**src/rtl/win_pkg.sv**
```systemverilog
// win_pkg: shared gearbox state encoding, pointer wrap helper and datapath defaults
package win_pkg;

    localparam int PIX_W_DEF = 8;
    localparam int WIN_DEF   = 3;

    typedef enum logic [1:0] {
        FILL,
        DRAIN,
        CLEAR
    } state_t;

    // inc never exceeds depth and ptr is always below depth, so one subtraction wraps
    function automatic int ptr_wrap(int ptr, int inc, int depth);
        int s = ptr + inc;
        return (s >= depth) ? s - depth : s;
    endfunction

endpackage

```
**src/rtl/pix_ring.sv**
```systemverilog
// pix_ring: circular pixel array, IN_PIX-wide write and WIN-wide read at arbitrary pixel pointers
module pix_ring
    import win_pkg::*;
#(
    parameter int PIX_W     = PIX_W_DEF,
    parameter int IN_PIX    = 8,
    parameter int WIN       = WIN_DEF,
    parameter int DEPTH_PIX = 16,
    parameter int PTR_W     = 4
) (
    input  logic                    clk,
    input  logic                    reset_n,
    input  logic                    wr_en,
    input  logic [PTR_W-1:0]        wr_ptr,
    input  logic [IN_PIX*PIX_W-1:0] wr_data,
    input  logic [PTR_W-1:0]        rd_ptr,
    output logic [WIN*PIX_W-1:0]    rd_data
);

    logic [PIX_W-1:0] mem [DEPTH_PIX];

    // each incoming pixel lands in its own slot, wrapping pixel-by-pixel past the array end
    always_ff @(posedge clk) begin
        if (!reset_n) begin
            for (int i = 0; i < DEPTH_PIX; i++) mem[i] <= '0;
        end else if (wr_en) begin
            for (int i = 0; i < IN_PIX; i++)
                mem[PTR_W'(ptr_wrap(32'(wr_ptr), i, DEPTH_PIX))] <= wr_data[i*PIX_W +: PIX_W];
        end
    end

    // window gathered from consecutive wrapped slots, oldest pixel at the LSB
    always_comb begin
        rd_data = '0;
        for (int j = 0; j < WIN; j++)
            rd_data[j*PIX_W +: PIX_W] = mem[PTR_W'(ptr_wrap(32'(rd_ptr), j, DEPTH_PIX))];
    end

endmodule

```
**src/rtl/window_gearbox.sv**
```systemverilog
// window_gearbox: packs line-buffer words into overlapping WIN-pixel windows advanced by STRIDE
module window_gearbox
    import win_pkg::*;
#(
    parameter int PIX_W     = PIX_W_DEF,
    parameter int IN_PIX    = 8,
    parameter int WIN       = WIN_DEF,
    parameter int STRIDE    = 1,
    parameter int DEPTH_PIX = 16,
    parameter int CNT_W     = $clog2(DEPTH_PIX + 1)
) (
    input  logic                    clk,
    input  logic                    reset_n,
    input  logic                    flush,
    input  logic [IN_PIX*PIX_W-1:0] s_data,
    input  logic                    s_valid,
    output logic                    s_ready,
    input  logic                    s_last,
    output logic [WIN*PIX_W-1:0]    m_data,
    output logic                    m_valid,
    input  logic                    m_ready,
    output logic                    m_last,
    output logic [CNT_W-1:0]        count
);

    localparam int PTR_W = (DEPTH_PIX > 1) ? $clog2(DEPTH_PIX) : 1;

    typedef logic [CNT_W:0] cntx_t;

    state_t           state;
    logic [PTR_W-1:0] rd_ptr, wr_ptr;
    logic             push, pop;
    cntx_t            cnt_x, cnt_next;

    if (STRIDE < 1 || STRIDE > WIN) begin : g_bad_stride
        $error("window_gearbox: STRIDE must lie in 1..WIN");
    end
    if (DEPTH_PIX < IN_PIX + WIN - 1) begin : g_bad_depth
        $error("window_gearbox: DEPTH_PIX must be at least IN_PIX+WIN-1");
    end

    // handshakes and row-end flag from registered state; extra count bit keeps count-STRIDE from wrapping
    always_comb begin
        cnt_x    = {1'b0, count};
        s_ready  = (state == FILL) && (cnt_x <= cntx_t'(DEPTH_PIX - IN_PIX));
        m_valid  = (state != CLEAR) && (cnt_x >= cntx_t'(WIN));
        m_last   = (state == DRAIN) && m_valid && (cnt_x - cntx_t'(STRIDE) < cntx_t'(WIN));
        push     = s_valid && s_ready;
        pop      = m_valid && m_ready;
        cnt_next = cnt_x + (push ? cntx_t'(IN_PIX) : '0) - (pop ? cntx_t'(STRIDE) : '0);
    end

    // row FSM and pointers; CLEAR discards row leftovers exactly like a flush
    always_ff @(posedge clk) begin
        if (!reset_n || flush || state == CLEAR) begin
            state  <= FILL;
            rd_ptr <= '0;
            wr_ptr <= '0;
            count  <= '0;
        end else begin
            count <= cnt_next[CNT_W-1:0];
            if (push) wr_ptr <= PTR_W'(ptr_wrap(32'(wr_ptr), IN_PIX, DEPTH_PIX));
            if (pop) rd_ptr <= PTR_W'(ptr_wrap(32'(rd_ptr), STRIDE, DEPTH_PIX));
            if (state == FILL && push && s_last)
                state <= DRAIN;
            else if (state == DRAIN && ((pop && m_last) || cnt_x < cntx_t'(WIN)))
                state <= CLEAR;
        end
    end

    pix_ring #(
        .PIX_W     (PIX_W),
        .IN_PIX    (IN_PIX),
        .WIN       (WIN),
        .DEPTH_PIX (DEPTH_PIX),
        .PTR_W     (PTR_W)
    ) u_ring (
        .clk     (clk),
        .reset_n (reset_n),
        .wr_en   (push),
        .wr_ptr  (wr_ptr),
        .wr_data (s_data),
        .rd_ptr  (rd_ptr),
        .rd_data (m_data)
    );

endmodule

```
**config.mk**
```make
export PLATFORM = sky130hd
export DESIGN_NAME = window_gearbox
export DESIGN_NICKNAME = d
export VERILOG_FILES = /design/src/rtl/win_pkg.sv /design/src/rtl/pix_ring.sv /design/src/rtl/window_gearbox.sv
export SDC_FILE = /design/constraint.sdc
export NUM_CORES = 1
export LEC_CHECK = 0
export CORE_MARGIN = 1
export CORE_UTILIZATION = 45
export DETAILED_ROUTE_END_ITERATION = 16
export HOLD_SLACK_MARGIN = 0.06
export PLACE_DENSITY = 0.66
export SYNTH_ARGS = -nofsm -noshare
export SYNTH_HDL_FRONTEND = slang
export SYNTH_SLANG_ARGS = --single-unit
export TNS_END_PERCENT = 10
```
**constraint.sdc**
```tcl
create_clock -name clk -period 13 [get_ports clk]
set_input_delay 1.3 -clock clk [delete_from_list [all_inputs] [get_ports clk]]
set_output_delay 1.3 -clock clk [all_outputs]
set_load 0.02 [all_outputs]
```
==> flow_summary.yaml, run 1 <==
place:
  place_congestion: 0.827
  port_buffers: 101
  dp.final_hpwl_um: 14000
  placed_cell_area_mm2: 0.00980
critical_path:
  cp_slowest_stage_delay_ps: 940
  worstPathArrival_ps: 4370
  cp_data_required_time_ps: 11700
  critPathKind: "flip-flop to output port"
  critPathBufInv: 2
  start_kind: "flip-flop"
  critPathTopFamily: "simple AND/OR/NAND/NOR gates"
  cp_max_fo: 21
  path_cells: "buf_4 > ha_1 > nor2b_1 > nand3_1 > a32o_1 > clkdlybuf4s50_1"
  worst_setup_path_end_kind: "output port"
  cpMaxStageDelayCell: "nor2b_1"
synth:
  ys_warn_count: 0
  syn_nets: 705
  synth-seq-cells: 144
  synth_ff_type: "edfxtp_1"
  netlist_area_mm2: 0.00864
  async_reset_ff_share_pct: 0
  seq_area_frac_synth_pct: 48.2
  synth_edf_count: 128
  syn_inst: 625
  yosysUniqueCellTypes: 44
  syn_avg_cell_area_um2: 13.8
final_layout:
  nets: 786
  syn_to_final_growth_pct: 20.5
  n_antenna_cell: 0
  drive_gt1_share_pct: 19.6
  fillers: 1526
  layout_common_cells: "and2_1, edfxtp_1, clkdlybuf4s50_1"
  fin_area_mm2: 0.0104
power_and_ir_drop:
  leakagePower_nw: 3.60
  ir_worst_vdd_mv: 0.106
  power.density_mw_per_mm2: 151
sta:
  rsz0062_at_grt: "no"
  setup_tns_ps: 0
  period_needed_ps: 5670
  max_freq_ghz: 0.176
  fin_skew_ps: 10.4
  setup_viol: 0
  drv_slew: 0
  maxSlewHeadroom_pct: 32.8
  fin_crit_sh_pct: 43.6
  worst_slew_pin_slew_ps: 1010
  finalHoldViolCount: 0
grt:
  grtUsageMet2_pct: 38.6
  gr-max-usage-layer: "met2"
  use_met1_pct: 29.2
  antenna_found_initial: 0
  grt_pass1_vias: 6131
  overflow: 0
  grt_max_degree: 65
  globalRouteTotalUtil_pct: 22.7
  grt_first_pass_wirelength_um: 33500
  use_met3_pct: 3.63
worst_hold_path:
  hold_path_class: "flip-flop to flip-flop"
clock_tree:
  postCtsSetupRepairBufs: 0
  cts_buffer_depth: 2
  holdBufCountCts: 0
  path_clk_slew_ps: 60
  cts_tree: "built"
  root_buffer: "clkbuf_16"
  clk_latency_ps: 430
  cts_resized: 0
  htree_levels: 4
  numCtsBuffers: 17
  cts_num_sinks: 144
floorplan:
  dieHeight_um: 141
  io_pins: 102
  num_rows: 50
  die_w_um: 141
  coreArea_mm2: 0.0188
  dieArea_mm2: 0.0198
  initial_core_util_pct: 46.0
route:
  drt-wirelength-per-cell_um: 22.1
  wirelength_um: 21100
  vias: 5827
  drt_iter0_markers: 507
  routed_via_density: 6.12
  drt_pass1_iterations: 5
  ant_nets: 0
  drc: 0
status:
  run_status: "completed"
run:
  maxCapViolCount: 0
[worst reg2reg max path: cells and delay by family (launching register included)]
kind / cells / cell delay (ps)
compound gates: 2 / 570
fa+ha+maj: 4 / 1040
buf+inv: 3 / 300
flops: 1 / 430
simple gates: 1 / 150
[per-stage QoR]
step	total power, mW	setup WS (ps)	util [%]	cells	hold WS [ps]
2_1_floorplan	0.918	6310	-	625	470
3_3_place_gp	1.06	7970	52.2	921	487
3_5_place_dp	1.07	7850	52.2	921	508
4_1_cts	1.58	7410	55.5	952	526
5_1_grt	1.64	7190	55.5	952	553
6_report	1.58	7330	55.5	952	530
[sequential cells by signal, indices dropped and copies added, names as in the netlist, named ones only]
| signal | flops |
|---|---|
| u_ring.mem | 128 |
| count | 5 |
| rd_ptr | 4 |
| state | 2 |
| wr_ptr | 1 |
[power breakdown]
| group | total [mW] | internal (mW) | switching, mW |
|---|---|---|---|
| combinational | 0.413 | 0.221 | 0.192 |
| clock | 0.513 | 0.320 | 0.193 |
| sequential | 0.650 | 0.579 | 0.0707 |
| total | 1.58 | 1.12 | 0.456 |
[cell families (layout without fill, tap and decap cells)]
family	count (synthesis)	after routing	synth area share (%)
AOI/OAI and AO/OA	50	50	4.49
xor gates and xnor gates	10	10	1.10
adders and majority gates	10	10	1.53
buffers and inverters	59	152	3.74
DFF	144	144	48.2
muxes	113	113	25.8
and+or+nand+nor	239	239	15.1
[cell type report]
type	instances	area [µm²]	share of cell area, %
timing repair buffer	111	1090	10.4
inverter	10	37.5	0.360
clock buffer	18	429	4.12
tap	234	293	2.81
sequential	144	4170	40.0
clock inverter	13	188	1.80
multi-input combinational	422	4210	40.4
[routing by layer]
metal	routed length, µm	part of all wire, %
met3	1200	5.7
met4	524	2.5
met1	8730	41
met5	0	0
met2	10600	50
[cell usage after synthesis (2+ instances only)]
cell type | n | area (µm²)
o21ai_0 | 5 | 25.0
buf_4 | 7 | 52.6
inv_1 | 10 | 37.5
mux4_2 | 88 | 1980
clkbuf_1 | 9 | 33.8
xnor2_1 | 6 | 52.6
nand3_1 | 16 | 80.1
mux2i_1 | 25 | 250
dfxtp_1 | 16 | 320
clkbuf_4 | 2 | 15.0
buf_6 | 4 | 45.0
buf_2 | 13 | 65.1
o21a_1 | 2 | 15.0
a211oi_1 | 8 | 60.1
and2_1 | 128 | 801
clkbuf_2 | 12 | 60.1
edfxtp_1 | 128 | 3840
nor2b_1 | 12 | 75.1
a21oi_1 | 11 | 55.1
a32o_1 | 8 | 80.1
xor2_1 | 3 | 26.3
a221oi_2 | 2 | 30.0
a221oi_1 | 6 | 52.6
nor3_1 | 3 | 15.0
nand2_1 | 59 | 221
nor2_1 | 9 | 33.8
and3_1 | 5 | 31.3
or3_1 | 3 | 18.8
o2111ai_1 | 2 | 17.5
ha_1 | 9 | 113
[worst paths after layout]
check,startpoint,to,slack (ps),cells after the start
max,rd_ptr[1]$_SDFFE_PP0P_,m_data[10],7330,6
min reg2reg,state[0]$_SDFFE_PP0P_,state[1]$_SDFFE_PP0P_,530,1
max reg2reg,count[2]$_SDFF_PP0_,count[2]$_SDFF_PP0_,10400,10
min,state[0]$_SDFFE_PP0P_,state[1]$_SDFFE_PP0P_,530,1
Power figures use the tool's default switching activity.
==> run 2: changes to the inputs <==
Settings changed: PLACE_DENSITY 0.66 to 0.69.
Clock period 13 ns to 4.95 ns, I/O delays scaled along.
==> flow_summary.yaml, run 2 (synthesized netlist as in run 1, its figures left out) <==
status:
  run_status: "completed"
route:
  routed_via_density: 6.10
  ant_nets: 0
  drt_iter0_markers: 481
  vias: 5826
  wirelength_um: 20800
  drt-wirelength-per-cell_um: 21.8
  drt_pass1_iterations: 5
  drc: 0
clock_tree:
  cts_resized: 0
  postCtsSetupRepairBufs: 0
  holdBufCountCts: 0
  clk_latency_ps: 420
  numCtsBuffers: 17
  root_buffer: "clkbuf_16"
  cts_tree: "built"
  htree_levels: 4
  cts_buffer_depth: 2
  cts_num_sinks: 144
  path_clk_slew_ps: 60
power_and_ir_drop:
  total_power_mw: 4.05
  leakagePower_nw: 3.60
  ir_worst_vdd_mv: 0.312
  power.density_mw_per_mm2: 389
sta:
  rsz0062_at_grt: "no"
  drv_slew: 0
  fin_crit_sh_pct: 80.0
  finalHoldViolCount: 0
  worst_slew_pin_slew_ps: 1020
  setup_tns_ps: 0
  period_needed_ps: 3960
  setup_viol: 0
  fin_skew_ps: 5.22
  max_freq_ghz: 0.253
  maxSlewHeadroom_pct: 32.1
  layout_setup_ws_ps: 990
grt:
  antenna_found_initial: 0
  globalRouteTotalUtil_pct: 22.4
  overflow: 0
  grt_max_degree: 65
  grt_first_pass_wirelength_um: 33000
  grt_pass1_vias: 5990
critical_path:
  critPathKind: "flip-flop to output port"
  worstPathArrival_ps: 3470
  rr_worst_depth: 10
  endpoint: "m_data[13]"
  rrSetupSlack_ps: 2360
  reg2reg_to: "count[2]$_SDFF_PP0_"
  worst_setup_path_end_kind: "output port"
  r2r-start: "count[2]$_SDFF_PP0_"
  cp_max_fo: 25
  cp_data_required_time_ps: 4450
  startpoint: "rd_ptr[0]$_SDFFE_PP0P_"
  start_kind: "flip-flop"
place:
  dp.final_hpwl_um: 13700
  place_ws_ps: 1490
  port_buffers: 101
  place_inst: 925
  place_congestion: 0.916
floorplan:
  dieArea_mm2: 0.0198
  io_pins: 102
  dieHeight_um: 141
  num_rows: 50
  die_w_um: 141
  initial_core_util_pct: 46.0
  coreArea_mm2: 0.0188
final_layout:
  fin_util_pct: 55.4
  nets: 790
  syn_to_final_growth_pct: 20.4
  top_regs: "u_ring.mem (128), count (5), rd_ptr (4)"
  n_antenna_cell: 0
  drive_gt1_share_pct: 19.6
  largest_reg_flops: 128
  top_register: "u_ring.mem"
  finalNonFillerCells: 955
  layout_common_cells: "and2_1, edfxtp_1, clkdlybuf4s50_1"
run:
  maxCapViolCount: 0
worst_hold_path:
  hold_path_class: "flip-flop to flip-flop"
[run 2: cell count changes in the layout (fill, tap and decap cells not counted), sizes merged]
cell / previous run / this run
clkinvlp: 3 / 5
buf: 10 / 14
inv: 12 / 10
bufinv: 4 / 3
[run 2: stage by stage]
step           hold slack [ps]  area (µm²)
2_1_floorplan              470        8640
3_3_place_gp               487        9830
3_5_place_dp               500        9830
4_1_cts                    514       10400
5_1_grt                    541       10400
6_report                   512       10400
[run 2: layout make-up]
cell class / count / area, µm²
Tap cell: 234 / 293
Fill cell: 1530 / 8360
Timing Repair Buffer: 115 / 1130
Clock buffer: 18 / 429
Sequential cell: 144 / 4170
Multi-Input combinational cell: 422 / 4200
Inverter: 10 / 37.5
Clock inverter: 12 / 145
[run 2: where the power goes]
| part | switching [mW] | total (mW) | internal (mW) |
|---|---|---|---|
| Sequential | 0.165 | 1.69 | 1.52 |
| Clock | 0.474 | 1.25 | 0.779 |
| Combinational | 0.525 | 1.11 | 0.584 |
| Total | 1.16 | 4.05 | 2.88 |
[run 2: worst max-delay path, cell delays in order (launching register included)]
cell             delay [ps]
dfxtp_4                 620
ha_1                    520
nor2b_1                 870
nand3_1                 160
a32o_1                  330
clkdlybuf4s50_1         540
[run 2: how the worst min path moves through the flow]
stage                                     start                    end  cells past startpoint
after detailed placement  state[0]$_SDFFE_PP0P_  state[1]$_SDFFE_PP0P_                      1
after global routing      state[0]$_SDFFE_PP0P_  state[1]$_SDFFE_PP0P_                      1
after global placement    state[0]$_SDFFE_PP0P_  state[1]$_SDFFE_PP0P_                      1
after CTS                 state[0]$_SDFFE_PP0P_  state[1]$_SDFFE_PP0P_                      1
final                     state[0]$_SDFFE_PP0P_  state[1]$_SDFFE_PP0P_                      1
after floorplan           state[0]$_SDFFE_PP0P_  state[1]$_SDFFE_PP0P_                      1
[run 2: metal layers]
layer,wire length [µm],global-route usage (%)
met4,453,8.92
met5,0,0
met1,8110,27.8
met3,1530,5.67
met2,10700,37.9
